File: config.mk
export PLATFORM = sky130hd
export DESIGN_NAME = alu_instr_sequencer
export DESIGN_NICKNAME = d
export VERILOG_FILES = /design/src/rtl/alu_instr_sequencer.sv
export SDC_FILE = /design/constraint.sdc
export NUM_CORES = 1
export LEC_CHECK = 0
export BUFFER_PORTS_ARGS = -buffer_cell sky130_fd_sc_hd__buf_2
export CORE_ASPECT_RATIO = 1.1
export CORE_MARGIN = 2
export CORE_UTILIZATION = 40
export CTS_CLUSTER_SIZE = 28
export DETAILED_ROUTE_END_ITERATION = 10
export GPL_ROUTABILITY_DRIVEN = 0
export GPL_TIMING_DRIVEN = 0
export PLACE_DENSITY = 0.85
export SLEW_MARGIN = 0
export SYNTH_ARGS = -nofsm -noshare
export SYNTH_HDL_FRONTEND = slang
export SYNTH_SLANG_ARGS = --single-unit
File: constraint.sdc
create_clock -name Clock -period 5.7 [get_ports Clock]
set_input_delay 1.14 -clock Clock [delete_from_list [all_inputs] [get_ports Clock]]
set_output_delay 1.14 -clock Clock [all_outputs]
set_load 0.005 [all_outputs]
File: src/rtl/alu_instr_sequencer.sv
// Hardwired T0..T6 fetch/execute sequencer for the bus-based datapath.
// It drives the datapath strobes for ALU, MUL/DIV and HALT instructions, and adds a memory-ready timeout and a retired-instruction counter.
module alu_instr_sequencer #(
  parameter logic [4:0] MUL_OP      = 5'b01110,
  parameter logic [4:0] DIV_OP      = 5'b01111,
  parameter logic [4:0] HALT_OP     = 5'b11011,
  parameter int         MEM_TIMEOUT = 15
) (
  input  logic        Clock,
  input  logic        clear,
  input  logic        Run,
  input  logic        Mem_ready,
  input  logic [31:0] IR,
  output logic        PCout,
  output logic        MARin,
  output logic        IncPC,
  output logic        Zin,
  output logic        Zlowout,
  output logic        Zhighout,
  output logic        PCin,
  output logic        Read,
  output logic        MDRin,
  output logic        MDRout,
  output logic        IRin,
  output logic        Yin,
  output logic        LOin,
  output logic        HIin,
  output logic [15:0] Rin,
  output logic [15:0] Rout,
  output logic [4:0]  opcode,
  output logic        Busy,
  output logic        Halted,
  output logic        Err,
  output logic [15:0] Instr_count
);

  typedef enum logic [3:0] {
    S_IDLE, S_T0, S_T1, S_T2, S_T3, S_T4, S_T5, S_T6, S_HALT
  } state_e;

  localparam logic [3:0] WAIT_LAST = 4'(MEM_TIMEOUT - 1);

  state_e      state_q, state_d;
  logic [3:0]  wait_q, wait_d;
  logic        err_q, err_d;
  logic [15:0] count_q, count_d;
  logic        retire_s;

  logic [4:0] op_s;
  logic [3:0] ra_s, rb_s, rc_s;
  logic       is_muldiv_s, is_halt_s;
  logic       unused_ir_bits;

  assign op_s        = IR[31:27];
  assign ra_s        = IR[26:23];
  assign rb_s        = IR[22:19];
  assign rc_s        = IR[18:15];
  assign is_muldiv_s = (op_s == MUL_OP) || (op_s == DIV_OP);
  assign is_halt_s   = (op_s == HALT_OP);
  assign unused_ir_bits = ^IR[14:0];

  always_comb begin
    state_d  = state_q;
    wait_d   = wait_q;
    err_d    = err_q;
    count_d  = count_q;
    retire_s = 1'b0;
    case (state_q)
      S_IDLE: begin
        if (Run) state_d = S_T0;
        else     state_d = S_IDLE;
      end
      S_T0: begin
        state_d = S_T1;
        wait_d  = 4'd0;
      end
      S_T1: begin
        if (Mem_ready) begin
          state_d = S_T2;
        end else if (wait_q == WAIT_LAST) begin
          err_d   = 1'b1;
          wait_d  = 4'd0;
          state_d = S_IDLE;
        end else begin
          wait_d  = wait_q + 4'd1;
        end
      end
      S_T2: state_d = S_T3;
      S_T3: begin
        if (is_halt_s) begin
          state_d = S_HALT;
          count_d = count_q + 16'd1;
        end else begin
          state_d = S_T4;
        end
      end
      S_T4: state_d = S_T5;
      S_T5: begin
        if (is_muldiv_s) state_d = S_T6;
        else             retire_s = 1'b1;
      end
      S_T6:   retire_s = 1'b1;
      S_HALT: state_d = S_HALT;
      default: state_d = S_IDLE;
    endcase
    // Run is only looked at here and in IDLE, so it may drop mid-instruction.
    if (retire_s) begin
      count_d = count_q + 16'd1;
      state_d = Run ? S_T0 : S_IDLE;
    end else begin
      count_d = count_d;
    end
  end

  always_ff @(posedge Clock or posedge clear) begin
    if (clear) begin
      state_q <= S_IDLE;
      wait_q  <= 4'd0;
      err_q   <= 1'b0;
      count_q <= 16'd0;
    end else begin
      state_q <= state_d;
      wait_q  <= wait_d;
      err_q   <= err_d;
      count_q <= count_d;
    end
  end

  // Strobes decode the registered state; IR fields are only trusted from T3 on.
  always_comb begin
    PCout = 1'b0; MARin = 1'b0; IncPC = 1'b0; Zin = 1'b0;
    Zlowout = 1'b0; Zhighout = 1'b0; PCin = 1'b0; Read = 1'b0;
    MDRin = 1'b0; MDRout = 1'b0; IRin = 1'b0; Yin = 1'b0;
    LOin = 1'b0; HIin = 1'b0;
    Rin = 16'd0; Rout = 16'd0; opcode = 5'd0;
    case (state_q)
      S_T0: begin PCout = 1'b1; MARin = 1'b1; IncPC = 1'b1; Zin = 1'b1; end
      S_T1: begin Zlowout = 1'b1; PCin = 1'b1; Read = 1'b1; MDRin = 1'b1; end
      S_T2: begin MDRout = 1'b1; IRin = 1'b1; end
      S_T3: begin
        if (!is_halt_s) begin
          Rout = 16'd1 << rb_s;
          Yin  = 1'b1;
        end else begin
          Yin  = 1'b0;
        end
      end
      S_T4: begin
        Rout   = 16'd1 << rc_s;
        Zin    = 1'b1;
        opcode = op_s;
      end
      S_T5: begin
        Zlowout = 1'b1;
        if (is_muldiv_s) LOin = 1'b1;
        else             Rin  = 16'd1 << ra_s;
      end
      S_T6: begin Zhighout = 1'b1; HIin = 1'b1; end
      default: opcode = 5'd0;
    endcase
  end

  assign Busy        = (state_q != S_IDLE) && (state_q != S_HALT);
  assign Halted      = (state_q == S_HALT);
  assign Err         = err_q;
  assign Instr_count = count_q;

endmodule

==> impl_summary.txt <==
----------------------------------------------------
[Hold path]
  Class of the tightest hold or removal check ... reg2reg
  Hold path endpoint ... Err$_DFFE_PP0P_
  Worst min-delay path startpoint ... Err$_DFFE_PP0P_
  Count of cells along the worst hold path ... 1

[STA]
  Setup TNS after final layout ... 0 ns
  Fin Clk Skew ... 0.007414 ns
  Worst Max-Slew Pin Slew ... 0.9255 ns
  Final setup violation count ... 0
  Worst slew margin relative to its limit ... 38.23%
  F_max ... 260.3 MHz
  Fin. max-slew vios ... 0
  Unrepaired setup endpoints after global routing ... no
  Final Hold Violating Endpoints ... 0
  Post-route minimum period ... 3.841 ns
  Part of the cycle the worst path needs ... 67.39%

[Synthesis]
  Avg Synthesized Cell Area ... 8.649 um2
  Share of synthesized registers carrying an async set or reset ... 100.0%
  Area fraction of the dominant cell type after synthesis ... 33.33%
  Number of cells produced by synthesis ... 217
  Post-synthesis instance area ... 1877 um2
  Primary FF master, synth ... sky130_fd_sc_hd__dfrtp_1
  Count of flip-flops with a built-in enable after synthesis ... 0
  Number of flip-flops and latches in the synthesized netlist ... 25
  Number of nets produced by synthesis ... 256
  Synth warn ... 0
  Proportion of synthesized chip area in sequential cells ... 33.33%
  Number of library cell types mapped by synthesis ... 45
  Dominant cell type by area after synthesis ... sky130_fd_sc_hd__dfrtp_1
  Leading post-synthesis cells by cell area ... sky130_fd_sc_hd__dfrtp_1 33%, sky130_fd_sc_hd__xor2_1 7.0%, sky130_fd_sc_hd__o22ai_1 5.3%

[Power]
  P per Cell Area ... 309.8 nW/um2
  Power Total ... 0.7569 mW
  Maximum vdd ir drop ... 0.1740 mV
  Share of total power in sequential cells ... 32.9%
  Fraction of power consumed by combinational cells ... 53.4%
  Internal power of the cells ... 0.4306 mW
  Switching share of total power ... 43.11%
  Clock network fraction of total power ... 13.7%
  Switching Power ... 0.3263 mW
  Static Leakage ... 1.286 nW

[Die]
  Die area ... 5256 um2
  Initial standard-cell utilization of the core ... 40.92%
  Standard-cell row count ... 26
  I/O pin cnt ... 106
  Die H ... 75.84 um
  Standard cell core area ... 4587 um2
  Horizontal die dimension ... 69.31 um

[Route]
  Mean routed wirelength per cell ... 14.46 um
  TritonRoute pass-1 iters ... 4
  WL final ... 5.308 mm
  Via-to-Cell Ratio ... 5.619
  Remaining routing DRC violations ... 0
  Vias ... 2062
  DRT iter0 DRCs ... 118
  Post-route ant nets ... 0

[Clocking]
  Total number of H-tree levels ... 1
  Number of clock sinks ... 25
  Insertion delay to the later sink of the worst-skew pair ... 0.27 ns
  Clock-pin slew of the registers on the worst-case setup and hold paths ... 0.08 ns
  Total setup buffers inserted after CTS ... 0
  Count of hold buffers inserted by post-cts repair ... 0
  CTS Buf Count ... 3
  Clock tree root driver cell ... sky130_fd_sc_hd__clkbuf_8
  Maximum root-to-sink buffer count ... 2
  Number of cells upsized or downsized after cts ... 0
  CTS tree ... done

[Setup path]
  Sequence of cells on the critical path ... buf_2 -> and4b_1 -> a2111o_1 -> or3_1 -> o22ai_1 -> buf_2
  Depth of the most critical reg-to-reg path ... 5
  Crit path launch ... IR[28]
  Worst reg2reg setup slack ... 3.91 ns
  Startpoint Class ... input port
  Critical path's largest stage delay ... 0.46 ns
  Worst path buffer plus inverter count ... 2
  Critical Setup Path Class ... in2out
  Cell with the most instances on the worst path ... sky130_fd_sc_hd__buf_2
  Capture point of the worst reg-to-reg path ... state_q[0]$_DFFE_PP0P_
  Req. time, crit path ... 4.56 ns
  Data arrival time of the critical path ... 2.70 ns
  Startpoint of the lowest-slack register-to-register path ... state_q[3]$_DFFE_PP0P_
  Largest driver fanout on the critical path ... 4
  Delay-heaviest family, CP ... simple AND/OR/NAND/NOR gates
  Nature of the critical path endpoint ... output pin
  Slowest cell on the critical path ... sky130_fd_sc_hd__a2111o_1

[Layout]
  Fill cell count ... 443
  Number of antenna cells inserted ... 0
  Fraction of final layout cells sized beyond drive strength 1 ... 38.59%
  Final cell area excluding filler cells ... 2444 um2
  Most frequent standard cell in the layout excluding fill and tap cells ... sky130_fd_sc_hd__buf_2
  Net total in the final layout ... 351
  Area growth from synthesis to layout ... 30.20%
  Most frequent cells in the layout ... 96 x sky130_fd_sc_hd__buf_2, 25 x sky130_fd_sc_hd__dfrtp_1, 21 x sky130_fd_sc_hd__nor2_1
  Non-filler instance count after layout ... 367

[GRT]
  Total Routing Usage GR ... 19.45%
  GR met1 Demand/Resource ... 25.10%
  Highest-utilization routing layer at the global route stage ... met2
  Global-route track usage on met3 ... 4.630%
  Pin count of the biggest net entering global routing ... 26
  Initial antenna violation count ... 0
  Global Route met2 Usage ... 33.01%
  First-pass GRT wire length ... 8.355 mm
  Grt total ovfl ... 0
  Via count of the first global-routing pass ... 1832

[Placed design]
  Placed Cells incl. Taps ... 363
  Placed wire-length estimate after detailed placement ... 4.131 mm
  Port Buffer Count ... 90
  Post-DP Area ... 2397 um2

[Status]
  Result of the run ... complete, no violations

[Flow run]
  Number of max-capacitance violations reported ... 0

----------------------------------------------------
-- registers in the layout, summed over array words and instances, names as in the netlist --
signal	flops
wait_q	4
state_q	4
Err	1
Instr_count	16
-- cells by family after synthesis --
logic type / share of synthesized area [%]
buffers and inverters: 6.400
AO/OA/AOI/OAI: 20.60
adder cells (fa/ha/maj): 2.000
flip-flops: 33.33
multiplexers: 1.200
XOR/XNOR: 7.467
AND/OR/NAND/NOR: 29.00
-- worst reg2reg max path, cell delays in order, from the launching register on --
cell	delay, ns
sky130_fd_sc_hd__dfrtp_1	0.44
sky130_fd_sc_hd__nand2b_1	0.18
sky130_fd_sc_hd__clkbuf_1	0.35
sky130_fd_sc_hd__buf_2	0.35
sky130_fd_sc_hd__nor2_1	0.09
sky130_fd_sc_hd__mux2_2	0.27
-- stage by stage --
step	hold WS, ns	util, %	setup WS (ns)
floorplan	0.4510	-	2.236
global placement	0.4369	52.26	1.890
detailed placement	0.4412	52.26	1.889
CTS	0.4625	53.27	1.882
global route	0.4863	53.27	1.788
finish	0.4570	53.27	1.859
-- worst max-delay path by stage --
| stage | endpoint | depth (start not counted) | slack [ns] |
|---|---|---|---|
| 2_1_floorplan | Rout[0] | 4 | 2.24 |
| 3_3_place_gp | Rout[4] | 6 | 1.89 |
| 3_5_place_dp | Rout[0] | 6 | 1.89 |
| 4_1_cts | Rout[0] | 6 | 1.88 |
| 5_1_grt | Rin[7] | 6 | 1.79 |
| 6_report | Rout[0] | 6 | 1.86 |
-- per-layer routing --
metal | part of all wire [%] | wire (um)
met4 | 0.94 | 50
met2 | 51 | 2695
met3 | 7.6 | 405
met5 | 0 | 0
met1 | 41 | 2156
-- cell usage after synthesis (all sizes together), types with 7 or more instances --
cell type	instances
inv	7
nand3	10
o22ai	16
nand2b	9
nor2	21
nand2	13
dfrtp	25
buf	13
a21oi	8
a2111oi	11
xor2	15
nor3	9
-- power by group through the flow --
stage	Clock, mW	Combinational (mW)	Sequential (mW)
floorplan	0	0.267	0.247
detailed placement	0	0.403	0.253
global placement	0	0.391	0.251
finish	0.104	0.404	0.249
CTS	0.106	0.405	0.249
global route	0.113	0.457	0.256
-- final cells by class --
class | instances | area (um2) | share of cell area (%)
inverters | 7 | 26.28 | 1.075
multi-input cells | 169 | 1131 | 46.29
clock buffers | 3 | 41.29 | 1.690
clock inverters | 1 | 5.005 | 0.2048
flip-flops and latches | 25 | 625.6 | 25.60
well taps | 56 | 70.07 | 2.867
repair buffers | 90 | 450.4 | 18.43
plain buffers | 16 | 93.84 | 3.840
Power figures use the tool's default switching activity.
